<file path="src/rtl/fixed_scale_multiplier.sv">
// Registered multiply of two scaled fixed-point words (13-bit mantissa, 3-bit fraction count),
// renormalised into the same format with arithmetic truncation and saturation.
module fixed_scale_multiplier (
  input  logic        clk,
  input  logic        rst_n,
  input  logic [15:0] first_operand,
  input  logic [15:0] second_operand,
  output logic [15:0] out
);

  logic signed [12:0] w_mant_a;
  logic signed [12:0] w_mant_b;
  logic        [2:0]  w_scale_a;
  logic        [2:0]  w_scale_b;
  logic signed [25:0] w_prod;
  logic        [3:0]  w_sum;
  logic        [3:0]  w_kmin;
  logic signed [25:0] w_sh   [16];
  logic        [15:0] w_fits;
  logic        [3:0]  w_k;
  logic               w_found;
  logic signed [12:0] w_mant_res;
  logic        [2:0]  w_scale_res;
  logic        [15:0] r_out;

  assign w_mant_a  = first_operand[15:3];
  assign w_mant_b  = second_operand[15:3];
  assign w_scale_a = first_operand[2:0];
  assign w_scale_b = second_operand[2:0];

  assign w_prod = 26'(w_mant_a) * 26'(w_mant_b);
  assign w_sum  = {1'b0, w_scale_a} + {1'b0, w_scale_b};
  assign w_kmin = (w_sum > 4'd7) ? (w_sum - 4'd7) : 4'd0;

  // Every candidate shift is evaluated in parallel; the selector below picks the smallest legal one.
  for (genvar g = 0; g < 16; g++) begin : g_shift
    assign w_sh[g]   = w_prod >>> g;
    assign w_fits[g] = (w_sh[g] >= -26'sd4096) && (w_sh[g] <= 26'sd4095);
  end

  always_comb begin
    w_found = 1'b0;
    w_k     = 4'd0;
    for (int k = 15; k >= 0; k--) begin
      if ((4'(k) >= w_kmin) && (4'(k) <= w_sum) && w_fits[k]) begin
        w_found = 1'b1;
        w_k     = 4'(k);
      end
    end
  end

  // A zero product always fits at k = kmin, which yields scale min(S, 7) without a special case.
  always_comb begin
    w_mant_res  = 13'sd0;
    w_scale_res = 3'd0;
    if (w_found) begin
      w_mant_res  = w_sh[w_k][12:0];
      w_scale_res = 3'(w_sum - w_k);
    end else begin
      w_mant_res  = w_prod[25] ? -13'sd4096 : 13'sd4095;
      w_scale_res = 3'd0;
    end
  end

  always_ff @(posedge clk or negedge rst_n) begin
    if (!rst_n) begin
      r_out <= 16'h0000;
    end else begin
      r_out <= {w_mant_res, w_scale_res};
    end
  end

  assign out = r_out;

endmodule

</file>
<file path="config.mk">
export PLATFORM = sky130hd
export DESIGN_NAME = fixed_scale_multiplier
export DESIGN_NICKNAME = d
export VERILOG_FILES = /design/src/rtl/fixed_scale_multiplier.sv
export SDC_FILE = /design/constraint.sdc
export NUM_CORES = 1
export LEC_CHECK = 0
export CAP_MARGIN = 10
export CORE_UTILIZATION = 36
export DETAILED_ROUTE_END_ITERATION = 16
export GPL_TIMING_DRIVEN = 1
export MAX_ROUTING_LAYER = met4
export SYNTH_ARGS = -nofsm -noshare
export SYNTH_HDL_FRONTEND = slang
export SYNTH_SLANG_ARGS = --single-unit
</file>
<file path="constraint.sdc">
create_clock -name clk -period 0.8 [get_ports clk]
set_input_delay 0.12 -clock clk [delete_from_list [all_inputs] [get_ports clk]]
set_output_delay 0.12 -clock clk [all_outputs]
set_load 0.005 [all_outputs]
</file>
==> results <==
- The flow ran to the end, but the final reports show violations.
- The checks that failed: setup timing.
- Including well taps, the total number of placed cells is 1788.
- Data on the critical path arrives at its endpoint at 7.88 ns.
- The critical path startpoint is second_operand[4].
- The final layout contains 1773 nets.
- STA classifies the critical path startpoint as an input pin.
- Summing all multi-input logic gate instances after layout gives approximately 0.0096 mm².
- The highest attainable clock frequency is 130 MHz.
- Setup violations remaining at the end of the flow were counted as 32.
- Along the worst path, the maximum fanout reaches 7.
- Of the synthesized area, sequential elements account for approximately 4.0%.
- The synthesized area per cell is a little under 9 µm².
- The synthesized cell area is approximately 0.01 mm².
- The measured slew at the worst slew-check pin is 0.749 ns.
- In the final routed layout, each cell accounts on average for 15.6 µm.
- For this run, design rule violations remaining after detail routing come to 0.
- The cell count after synthesis came out at roughly 1100.
- The number of flip-flops and latches in the synthesized netlist is 16.
- The total area inside the core boundary comes to 0.0270 mm².
- The number of distinct library cells after synthesis is 97.
- The overall routing resource usage is 22.0%.
- The total overflow left after global routing is 0.
- The area of the die is 0.0283 mm².
- The filler cell count is 2431.
- The path type of the worst min-delay path is in -> async.
- The leading cell type in the layout, fill and taps excluded is sky130_fd_sc_hd__buf_4.
- Setup repair after global routing could not meet its margin everywhere.
- Headroom to the max-slew limit came out at 49.7%.
- Counting every sink on the clock net gives 16.
- TritonCTS built the clock tree.
- The number of antenna-violating nets in the routed design is 0.
- The number of antenna violations at the first check in global routing is 0.
- The weighted congestion reported at the end of routability-driven placement is ~0.9.
- The count of final hold-check violations came to 0.
- For this run, the number of standard cells in the final layout without fillers is ~1800.
- The via density per instance is ~5.2.
- The number of I/O port buffers is just under 50.
- The synthesized design contains 0 enable-type register cells.
- The worst path in the final design needs a cycle of 7.72 ns, including I/O delays and setup.
- The largest single stage delay on the critical path is 0.57 ns.
- During I/O placement, the number of pins put on the boundary was 50.
- The number of iterations in the first detailed-routing pass is 5.
- The ratio of final minimum period to clock period is 965%.
- Entering global routing, the biggest net connects 17 pins.
- In this design, the critical path's most frequently occurring cell is sky130_fd_sc_hd__buf_4.
- The total of warnings raised by yosys is 0.
- The count of hold-fix buffers inserted at cts is 0.
- The wire length reported by the detailed router is 28800 µm.
- The type of the worst setup path is in -> reg.
- The standard cell with the maximum stage delay on the critical path is sky130_fd_sc_hd__fa_2.
- Of all flip-flops after synthesis, the portion carrying an async set or reset was 100%.
- The master cell of the clock root buffer is sky130_fd_sc_hd__clkbuf_16.
- The first-pass GRT wire length is roughly 50000 µm.
- The count of max-cap constraint violations is 0.
- The starting density of the core is 36.9%.
- The number of cell rows is 60.
- The share of post-route cells with drive strength above 1 is 40.3%.
- In the layout the commonest cells are sky130_fd_sc_hd__buf_4 (316), sky130_fd_sc_hd__inv_1 (167), sky130_fd_sc_hd__fa_1 (147), sky130_fd_sc_hd__nand2_1 (109), sky130_fd_sc_hd__and2_1 (69).
- The clock-pin slew of the registers on the worst-case setup and hold paths is 0.05 ns.
- The floorplan step set the die width to approximately 170 µm.
- Across the whole layout, storage elements account for about 400 µm².
- The total inserted antenna cells is 0.
- The critical path ends at out[14]$_DFF_PN0_.
- STA puts the critical path data required time at 0.96 ns.
- The buffer levels on the longest clock path is 2.
- In the post-route analysis, the smallest setup slack over all paths is -6.92 ns.
- The area growth from synthesis to layout is 44.3%.
- The instance area after placement is 0.0132 mm².
- Clock tree synthesis inserted a total of 3 buffers.
- In this run the number of H-tree levels came out at 1.
- The commonest register cell after synthesis is sky130_fd_sc_hd__dfrtp_1.
- Summing over every cut layer, the via total after detailed routing is 9549.
- STA classifies the critical path endpoint as a flip-flop.
- The finished cells cover 0.0144 mm².
- The register with the most flip-flops in the layout has 16 of them.
- The count of final max-slew check failures was 0.
- In this run, the number of DRC markers left after iteration 0 of detailed routing was around 450.
- Counting every net in the synthesized netlist gives 1419.
- The placed wire-length estimate after detailed placement is 24200 µm.
- The via count of the first global-routing pass is 10200.
- The die height is 168 µm.
==> worst max-delay path: cells and delay by family <==
| kind | cells | cell delay [ns] |
|---|---|---|
| mux | 2 | 0.45 |
| buf+inv | 7 | 0.96 |
| simple gates | 9 | 2.14 |
| compound gates | 6 | 1.05 |
| fa+ha+maj | 8 | 3.16 |
==> Yosys cell counts (4+ instances only) <==
master,count,area share [%]
sky130_fd_sc_hd__and2_1,85,5.3
sky130_fd_sc_hd__a221oi_1,4,0.35
sky130_fd_sc_hd__o21a_1,9,0.68
sky130_fd_sc_hd__nor2_1,47,1.8
sky130_fd_sc_hd__dfrtp_1,16,4.0
sky130_fd_sc_hd__nor4_1,6,0.38
sky130_fd_sc_hd__nand3_1,15,0.75
sky130_fd_sc_hd__a21oi_2,5,0.44
sky130_fd_sc_hd__o21ai_0,28,1.4
sky130_fd_sc_hd__or3_1,9,0.57
sky130_fd_sc_hd__mux2_2,8,0.90
sky130_fd_sc_hd__a32oi_1,5,0.44
sky130_fd_sc_hd__buf_2,12,0.60
sky130_fd_sc_hd__o211ai_1,17,1.3
sky130_fd_sc_hd__nand2b_1,10,0.63
sky130_fd_sc_hd__a31oi_1,5,0.31
sky130_fd_sc_hd__xnor2_1,21,1.8
sky130_fd_sc_hd__a211oi_1,13,0.98
sky130_fd_sc_hd__ha_1,76,9.5
sky130_fd_sc_hd__mux2i_1,46,4.6
sky130_fd_sc_hd__nor3_1,17,0.85
sky130_fd_sc_hd__o211ai_2,4,0.50
sky130_fd_sc_hd__o2111ai_1,4,0.35
sky130_fd_sc_hd__a21o_1,15,1.1
sky130_fd_sc_hd__a211o_1,6,0.53
sky130_fd_sc_hd__fa_1,164,33
sky130_fd_sc_hd__o22ai_1,5,0.31
sky130_fd_sc_hd__nand4_1,8,0.50
sky130_fd_sc_hd__nand2_1,116,4.4
sky130_fd_sc_hd__inv_1,182,6.9
sky130_fd_sc_hd__o21ai_1,4,0.20
sky130_fd_sc_hd__a21oi_1,39,2.0
sky130_fd_sc_hd__or2_2,5,0.31
sky130_fd_sc_hd__clkbuf_1,32,1.2
sky130_fd_sc_hd__a22oi_1,10,0.75
sky130_fd_sc_hd__and3_1,5,0.31
==> timing repair <==
| action | CTS | global route |
|---|---|---|
| gates resized for setup | 279 | 72 |
| pin swaps | 100 | 85 |
| setup buffers | 31 | 17 |
| setup endpoints to repair | 32 | 32 |
==> cell families after synthesis <==
kind of cell,synth area share (%)
AOI/OAI and AO/OA,16.9
xor gates and xnor gates,2.30
adders and majority gates,42.5
buffers and inverters,9.31
DFF,4.02
muxes,6.20
and+or+nand+nor,18.7
==> cell type report <==
cell class | instances | area share, %
multi-input cells | 895 | 66.6
repair buffers | 400 | 22.2
inverters | 183 | 4.80
well taps | 341 | 2.97
flip-flops and latches | 16 | 2.78
clock buffers | 4 | 0.618
==> through the flow <==
| step | util (%) | TNS [ns] | setup slack, ns | hold WS (ns) |
|---|---|---|---|---|
| 6_report | 53.2 | -109.33 | -6.92 | 0.207 |
| 5_1_grt | 53.2 | -113.24 | -7.13 | 0.218 |
| 4_1_cts | 52.0 | -108.18 | -6.83 | 0.209 |
| 3_5_place_dp | 48.9 | -123.25 | -7.69 | 0.466 |
| 3_3_place_gp | 48.9 | -122.35 | -7.63 | 0.462 |
| 2_1_floorplan | - | -107.91 | -6.96 | -0.176 |
==> metal layers <==
| metal | GRT usage, % | wire [µm] |
|---|---|---|
| met5 | - | 0 |
| met4 | 2.92 | 265 |
| met3 | 1.36 | 956 |
| met2 | 39.3 | 14800 |
| met1 | 28.1 | 12700 |
==> how the worst min path moves through the flow <==
stage,end,cells after the start,from
final,out[0]$_DFF_PN0_,2,rst_n
after global routing,out[10]$_DFF_PN0_,2,rst_n
after CTS,out[10]$_DFF_PN0_,2,rst_n
after detailed placement,out[5]$_DFF_PN0_,2,rst_n
after global placement,out[5]$_DFF_PN0_,2,rst_n
after floorplan,out[0]$_DFF_PN0_,0,rst_n
Power is not shown: default switching activity piles up to over one toggle a cycle in this logic, so the estimate is an artifact.
